[config.mk]
export PLATFORM = sky130hd
export DESIGN_NAME = sdram_arbiter
export DESIGN_NICKNAME = d
export VERILOG_FILES = /design/src/rtl/sdram_arbiter.sv
export SDC_FILE = /design/constraint.sdc
export NUM_CORES = 1
export LEC_CHECK = 0
export CORE_MARGIN = 8
export CORE_UTILIZATION = 35
export CTS_BUF_LIST = sky130_fd_sc_hd__clkbuf_8
export CTS_CLUSTER_DIAMETER = 200
export CTS_CLUSTER_SIZE = 28
export DETAILED_ROUTE_END_ITERATION = 10
export GPL_TIMING_DRIVEN = 0
export PLACE_DENSITY_LB_ADDON = 0.08
export SLEW_MARGIN = 20
export SYNTH_ARGS = -nofsm -noshare
export SYNTH_HDL_FRONTEND = slang
export SYNTH_SLANG_ARGS = --single-unit
[constraint.sdc]
create_clock -name clk_cpu -period 2.4 [get_ports clk_cpu]
set_input_delay 0.48 -clock clk_cpu [delete_from_list [all_inputs] [get_ports clk_cpu]]
set_output_delay 0.48 -clock clk_cpu [all_outputs]
set_load 0.005 [all_outputs]
[src/rtl/sdram_arbiter.sv]
// ----------------------------------------------------------------------------
// sdram_arbiter
//
// Shares one SDRAM controller request interface (16-bit word address, 32-bit
// data, req/ack/valid handshake) between a CPU port (port 0) and a video/DMA
// port (port 1). One transaction is latched at a time and driven to the
// controller. The ack, valid and read data are routed back to the port that
// owns the transaction. A read watchdog raises a sticky err flag when the
// controller never returns read data.
//
// Build option:
//   SDRAM_ARB_FIXED_PRIORITY_EN  defined   -> port 0 always wins a tie
//                                undefined -> round-robin on a tie (default)
//
// All outputs are registered. There is no combinational path from the
// requester inputs to the controller outputs.
// ----------------------------------------------------------------------------
module sdram_arbiter #(
    parameter int unsigned TIMEOUT = 255
) (
    input  logic        clk_cpu,
    input  logic        reset,
    // port 0 (CPU)
    input  logic        p0_req,
    input  logic        p0_we,
    input  logic [15:0] p0_addr,
    input  logic [31:0] p0_din,
    output logic        p0_ack,
    output logic        p0_valid,
    // port 1 (video/DMA)
    input  logic        p1_req,
    input  logic        p1_we,
    input  logic [15:0] p1_addr,
    input  logic [31:0] p1_din,
    output logic        p1_ack,
    output logic        p1_valid,
    // shared read data
    output logic [31:0] rd_data,
    // SDRAM controller side
    output logic        sd_req,
    output logic        sd_we,
    output logic [15:0] sd_addr,
    output logic [31:0] sd_data,
    input  logic        sd_ack,
    input  logic        sd_valid,
    input  logic [31:0] sd_q,
    // sticky read-timeout flag
    output logic        err
);

    typedef enum logic [1:0] {
        ST_IDLE    = 2'd0,
        ST_REQ     = 2'd1,
        ST_WAIT_RD = 2'd2
    } state_t;

    // Last value of the watchdog counter before the read is abandoned, so
    // that err rises exactly TIMEOUT cycles after WAIT_RD is entered.
    localparam logic [7:0] TIMEOUT_LAST = 8'(TIMEOUT - 32'd1);

    state_t      state_r;
    state_t      state_s;
    logic [7:0]  cnt_r;
    logic [7:0]  cnt_s;

    logic        grant_s;
    logic        ack_s;
    logic        valid_s;
    logic        timeout_s;
    logic        win_s;

    logic        owner_r;
    logic        sd_req_r;
    logic        sd_we_r;
    logic [15:0] sd_addr_r;
    logic [31:0] sd_data_r;
    logic [31:0] rd_data_r;
    logic        p0_ack_r;
    logic        p1_ack_r;
    logic        p0_valid_r;
    logic        p1_valid_r;
    logic        err_r;

`ifndef SDRAM_ARB_FIXED_PRIORITY_EN
    logic        last_r;

    // Round-robin pointer: remembers the most recent owner, moves only on grant.
    always_ff @(posedge clk_cpu) begin
        if (reset) begin
            last_r <= 1'b1;
        end else if (grant_s) begin
            last_r <= win_s;
        end else begin
            last_r <= last_r;
        end
    end
`endif

    // Winner selection among the currently requesting ports.
    always_comb begin
        win_s = 1'b0;
`ifdef SDRAM_ARB_FIXED_PRIORITY_EN
        if (p0_req) begin
            win_s = 1'b0;
        end else begin
            win_s = 1'b1;
        end
`else
        if (p0_req && p1_req) begin
            win_s = ~last_r;
        end else if (p1_req) begin
            win_s = 1'b1;
        end else begin
            win_s = 1'b0;
        end
`endif
    end

    // State register.
    always_ff @(posedge clk_cpu) begin
        if (reset) begin
            state_r <= ST_IDLE;
        end else begin
            state_r <= state_s;
        end
    end

    // Next-state logic and per-cycle event strobes for the datapath.
    always_comb begin
        state_s   = state_r;
        cnt_s     = cnt_r;
        grant_s   = 1'b0;
        ack_s     = 1'b0;
        valid_s   = 1'b0;
        timeout_s = 1'b0;
        case (state_r)
            ST_IDLE: begin
                if (p0_req || p1_req) begin
                    grant_s = 1'b1;
                    state_s = ST_REQ;
                end else begin
                    state_s = ST_IDLE;
                end
            end
            ST_REQ: begin
                if (sd_ack) begin
                    ack_s = 1'b1;
                    if (sd_we_r) begin
                        state_s = ST_IDLE;
                    end else if (sd_valid) begin
                        // data returned together with the ack
                        valid_s = 1'b1;
                        state_s = ST_IDLE;
                    end else begin
                        cnt_s   = 8'd0;
                        state_s = ST_WAIT_RD;
                    end
                end else begin
                    state_s = ST_REQ;
                end
            end
            ST_WAIT_RD: begin
                if (sd_valid) begin
                    valid_s = 1'b1;
                    state_s = ST_IDLE;
                end else if (cnt_r == TIMEOUT_LAST) begin
                    timeout_s = 1'b1;
                    state_s   = ST_IDLE;
                end else begin
                    cnt_s   = cnt_r + 8'd1;
                    state_s = ST_WAIT_RD;
                end
            end
            default: begin
                state_s = ST_IDLE;
            end
        endcase
    end

    // Watchdog counter register.
    always_ff @(posedge clk_cpu) begin
        if (reset) begin
            cnt_r <= 8'd0;
        end else begin
            cnt_r <= cnt_s;
        end
    end

    // Transaction latch towards the controller and ownership record.
    always_ff @(posedge clk_cpu) begin
        if (reset) begin
            sd_req_r  <= 1'b0;
            sd_we_r   <= 1'b0;
            sd_addr_r <= 16'h0000;
            sd_data_r <= 32'h0000_0000;
            owner_r   <= 1'b0;
        end else if (grant_s) begin
            sd_req_r  <= 1'b1;
            sd_we_r   <= win_s ? p1_we   : p0_we;
            sd_addr_r <= win_s ? p1_addr : p0_addr;
            sd_data_r <= win_s ? p1_din  : p0_din;
            owner_r   <= win_s;
        end else if (ack_s) begin
            sd_req_r  <= 1'b0;
        end else begin
            sd_req_r  <= sd_req_r;
        end
    end

    // Ack and valid pulses routed to the owning port; pulses last one cycle.
    always_ff @(posedge clk_cpu) begin
        if (reset) begin
            p0_ack_r   <= 1'b0;
            p1_ack_r   <= 1'b0;
            p0_valid_r <= 1'b0;
            p1_valid_r <= 1'b0;
        end else begin
            p0_ack_r   <= ack_s   & ~owner_r;
            p1_ack_r   <= ack_s   &  owner_r;
            p0_valid_r <= valid_s & ~owner_r;
            p1_valid_r <= valid_s &  owner_r;
        end
    end

    // Shared read data register; holds until the next completed read.
    always_ff @(posedge clk_cpu) begin
        if (reset) begin
            rd_data_r <= 32'h0000_0000;
        end else if (valid_s) begin
            rd_data_r <= sd_q;
        end else begin
            rd_data_r <= rd_data_r;
        end
    end

    // Sticky read-timeout flag, cleared only by reset.
    always_ff @(posedge clk_cpu) begin
        if (reset) begin
            err_r <= 1'b0;
        end else if (timeout_s) begin
            err_r <= 1'b1;
        end else begin
            err_r <= err_r;
        end
    end

    assign sd_req   = sd_req_r;
    assign sd_we    = sd_we_r;
    assign sd_addr  = sd_addr_r;
    assign sd_data  = sd_data_r;
    assign rd_data  = rd_data_r;
    assign p0_ack   = p0_ack_r;
    assign p1_ack   = p1_ack_r;
    assign p0_valid = p0_valid_r;
    assign p1_valid = p1_valid_r;
    assign err      = err_r;

endmodule
## Word level (Yosys, flattened, before mapping)

Index checks and enable logic that the tools add are counted.

- Output and inout bits: 87
- Input bits: 136
- Logic and storage cells: 66
- Flip-flop bits (word level): 99

- Muxes and demuxes: 31
- Eq/ne operators: 8
- Reductions and logical operators: 6
- Add/sub/neg operators: 1
- Bitwise gates (word level): 6

Operators by type and width:

| operator | number |
|---|---|
| $mux W8 | 5 |
| $mux W32 | 1 |
| $mux W1 | 16 |
| $mux W16 | 1 |
| $pmux W8 S2 | 1 |
| $mux W2 | 5 |
| $ne A2 B2 Y1 const B | 5 |
| $add A8 B1 Y8 const B | 1 |
| $eq A8 B8 Y1 const B | 1 |
| $pmux W2 S3 | 1 |
| $reduce_and A6 Y1 | 1 |
| $and A1 B1 Y1 | 4 |
| $reduce_bool A2 Y1 | 2 |
| $eq A2 B1 Y1 const B | 1 |
| $eq A2 B2 Y1 const B | 1 |
| $logic_not A2 Y1 | 1 |
| $not A1 Y1 | 2 |
| $pmux W1 S2 | 1 |
| $logic_and A1 B1 Y1 | 1 |
| $logic_or A1 B1 Y1 | 1 |

## Longest topological paths before layout

- Depth after elaboration: 5
- Depth in mapped cells: 8
- Gate-level depth less buffers: 6

## Worst setup path after synthesis

Ideal clock, no wire load.

- Path kind: flip-flop to flip-flop
- From: register state_r[1]
- To: register cnt_r[1]
- Path slack: 745 ps
- Clock period less this slack: 1655 ps
- Data required time: 2330 ps
- Arrival time: 1585 ps
- Buffers on the path: 0
- Library setup time: 70 ps
- Stages on the path, launching flop included: 7
- Path through: dfxtp_1 > inv_1 > ha_1 > nand2b_1 > a21o_1 > or4_1 > a21oi_1

- Cells in the longest elaborated chain, start to end: 3
- Elaborated cells between the ends (all ways): 10
- Classes of those cells: 7 x eq/ne; 1 x mux; 2 x reduce/logical

Ends and longest elaborated chain:

| item | RTL line | RTL |
|---|---|---|
| start: declaration | 61 | `state_t state_r;` |
| start signal: assignment | 124 | `state_r <= state_s;` |
| $eq A2 B2 Y1 or $eq A2 B1 Y1 (tied branches) | 136 | `case (state_r)` |
| $ne A2 B2 Y1 (no source line) or $reduce_bool A2 Y1 (tied branches) | -- |  |
| $reduce_and A6 Y1 (no source line) | -- |  |
| end signal: assignment | 185 | `cnt_r <= cnt_s;` |
| end: declaration | 63 | `logic [7:0] cnt_r;` |

Several ways; a longest one is shown, not always the timed one.
A chain may end at the register's enable or synchronous reset.

## Final worst setup path

- From: register state_r[1]
- To: register cnt_r[4]

Same word-level chain as after synthesis.

==> run_results.csv <==
group,metric,value,unit
power,power_frac_seq,0.485,
yosys,synth_top_family_by_area,"compound AO/OA/AOI/OAI gates",
global_routing,grt_max_degree,17,
cts,clk_path_buf_depth,2,
timing,min_period_over_period,0.808,
yosys,synthAdderAreaFrac,0.0182,
yosys,synth_cells,464,
timing,holdWs,457,ps
yosys,synth-async-reset-ratio,0,
timing,slew_headroom,0.527,
floorplanning,start_util,0.360,
worst_setup_path,reg2reg_setup_slack,460,ps
worst_setup_path,r2r_cells,6,
cts,cts_buffers,9,
worst_setup_path,max_stage_delay,430,ps
power,power.internal,0.00275,W
timing,finalHoldViolations,0,
yosys,syn_nets,606,
yosys,ys_seq_area_frac,0.480,
yosys,synthTopCellsByArea,"dfxtp_1 (48%), mux2i_1 (12%), a211oi_1 (9.3%)",
worst_setup_path,critPathSlowestCell,"a21oi_1",
timing,layout_setup_ws,461,ps
power,vdd_drop_max,0.255,mV
floorplanning,fp.dieH,125,um
yosys,synth_top_flop_cell,"dfxtp_1",
power,p_leak,2.42,nW
timing,period_minus_slack,1940,ps
yosys,synth_cell_types,37,
floorplanning,core_area,11500,um2
worst_setup_path,critical_path.top_delay_family,"compound AO/OA/AOI/OAI gates",
power,p_sw_frac,0.266,
worst_setup_path,cp-end-kind,"register",
yosys,ys_warn_count,0,
cts,ctsHoldBuffers,0,
worst_setup_path,path_cells,"inv_1, ha_1, nand2b_1, a21oi_1, nand3_1, o41ai_1",
worst_setup_path,r2r-start,"state_r[1]",
global_routing,grt.total_usage,0.171,
yosys,synth_common_cells,"dfxtp_1 (99), nand2_1 (71), nor2_1 (54)",
worst_hold_path,min_path_cells,2,
timing,setup_viol,0,
timing,maxSlewViolCount,0,
timing,skew,10.2,ps
floorplanning,rows,39,
worst_hold_path,min_path_type,"reg -> reg",
worst_setup_path,cp-start-kind,"register",
global_routing,grt_pass1_vias,4215,
cts,cts.htree.levels,3,
yosys,synth-compound-area-share,0.183,
power,p_sw,0.000998,W
cts,insertion_delay,370,ps
finish,layout.nets,838,
yosys,ys_seq_elements,99,
timing,rsz0062_at_grt,"false",
place,hpwl,10900,um
floorplanning,fp.dieW,125,um
power,power_density,558,nW/um2
route,drc,0,
yosys,synth_xor_xnor_area_share,0,
route,drt_iter0_markers,153,
timing,tns,0,ps
run,drv_cap,0,
yosys,synth_edf_count,0,
cts,cts_sinks,99,
timing,fmax,516,MHz
yosys,synth_top_area_share,0.480,
worst_setup_path,r2r-end,"cnt_r[4]",
route,first_pass_iters,4,
worst_setup_path,path_class,"reg -> reg",
floorplanning,die-area,15500,um2
cts,clkTransAtPathRegs,100,ps
yosys,yosysMostFrequentCell,"dfxtp_1",
global_routing,overflow,0,
yosys,synth-simple-area-share,0.153,
route,vias,4088,
power,p_clk_frac,0.287,
cts,cts_tree,"yes",
place,globalplace.congestion,0.762,
yosys,synthMuxAreaShare,0.119,
cts,cts-resized-gates,0,
floorplanning,ios,223,
worst_hold_path,hold_path.startpoint,"rd_data[6]",
route,detail-route-antenna-nets,0,
finish,diodes,0,
yosys,synth_area,4130,um2
worst_hold_path,min_to,"rd_data[6]",
yosys,synth_top_cell_by_area,"dfxtp_1",
outcome,status,"finished, final reports clean",
yosys,syn_area_per_cell,8.90,um2
power,comb_power_share,0.229,
worst_setup_path,crit_buf_inv,1,
worst_setup_path,cp.arrival,2200,ps
global_routing,grt_pass1_wl,21500,um
timing,worst_pin_slew,705,ps
worst_setup_path,path_max_fanout,6,
route,via_per_inst,4.84,
finish,syn2layout_area_growth,62.6,%
cts,root_buffer,"clkbuf_8",
place,dp_slack,197,ps
cts,post-cts-setup-buffer-count,0,
finish,drive_gt1_frac,0.0442,
worst_setup_path,cp_data_required_time,2660,ps
place,io_buffer_count,221,
route,wl,13800,um
global_routing,antenna_found_initial,0,
route,post_drt_wl_per_cell,16.3,um
## cell families (layout without fill, tap and decap cells)
group | count (synthesis) | count (layout)
AOI/OAI and AO/OA | 116 | 116
adders and majority gates | 6 | 6
and+or+nand+nor | 150 | 150
DFF | 99 | 99
buffers and inverters | 44 | 281
muxes | 49 | 49
## stage by stage
step,power [W],std cells,utilization,area (um2)
3_5_place_dp,0.00272,828,0.569,6520
2_1_floorplan,0.00218,464,-,4130
3_3_place_gp,0.00271,828,0.569,6520
4_1_cts,0.00379,844,0.585,6710
6_report,0.00375,844,0.585,6710
5_1_grt,0.00393,844,0.585,6710
## worst max path at each step
stage | start | to | slack, ps | cells after the start
6_report | state_r[1] | cnt_r[4] | 460 | 6
5_1_grt | state_r[1] | sd_data[0] | 340 | 7
4_1_cts | state_r[1] | cnt_r[4] | 480 | 6
3_5_place_dp | sd_ack | cnt_r[4] | 200 | 5
3_3_place_gp | sd_ack | cnt_r[4] | 270 | 5
2_1_floorplan | state_r[1] | cnt_r[1] | 750 | 6
## placed cells by master (no fill, tap or decap), types with 2 or more instances in the layout
cell,count
clkdlybuf4s50_1,221
buf_1,6
ha_1,6
a211oi_1,51
clkinvlp_4,2
mux2i_1,49
buf_4,5
nand4_1,4
a21oi_1,45
clkbuf_1,17
nand2b_1,2
nand2_1,71
o21ai_0,4
o2111ai_1,2
nand3_1,4
dfxtp_1,99
buf_2,8
nor2_1,54
a21o_1,2
clkbuf_8,9
inv_1,8
o21a_1,3
clkinv_2,3
nor3_1,7
## area by class of cell
class	instances	area (um2)
timing repair buffer	221	2210
clock buffer	9	124
multi-input combinational	321	1950
buffer	36	164
inverter	8	30.0
fill	1028	4750
sequential	99	1980
tap	143	179
clock inverter	7	68.8
## tightest hold or removal path, delay by kind of cell (launching register included)
family	cells	cell delay [ps]
DFF	1	320
and+or+nand+nor	1	50
AOI/OAI and AO/OA	1	50
## flip-flops by register name (all words and copies together) (netlist names)
| register | flops |
|---|---|
| state_r | 2 |
| rd_data | 32 |
| sd_req | 1 |
| err | 1 |
| last_r | 1 |
| sd_addr | 16 |
| p1_valid | 1 |
| p0_valid | 1 |
| sd_we | 1 |
| p0_ack | 1 |
| owner_r | 1 |
| cnt_r | 8 |
| sd_data | 32 |
| p1_ack | 1 |
## routing by layer
metal  vias to the layer above  track usage  wire, um
met5                         -            0         0
li1                       2090            -         -
met1                      1830        0.180      5450
met2                       157        0.286      6700
met3                        11       0.0906      1460
met4                         0       0.0553       146
## power groups by stage
stage               combinational, W  clock (W)  sequential, W
finish                      0.000857    0.00107        0.00181
global placement            0.000859          0        0.00185
detailed placement          0.000868          0        0.00185
floorplan                   0.000319          0        0.00186
CTS                         0.000872    0.00110        0.00182
global route                0.000931    0.00117        0.00183
Note: power is estimated with default switching activity, not from simulation.
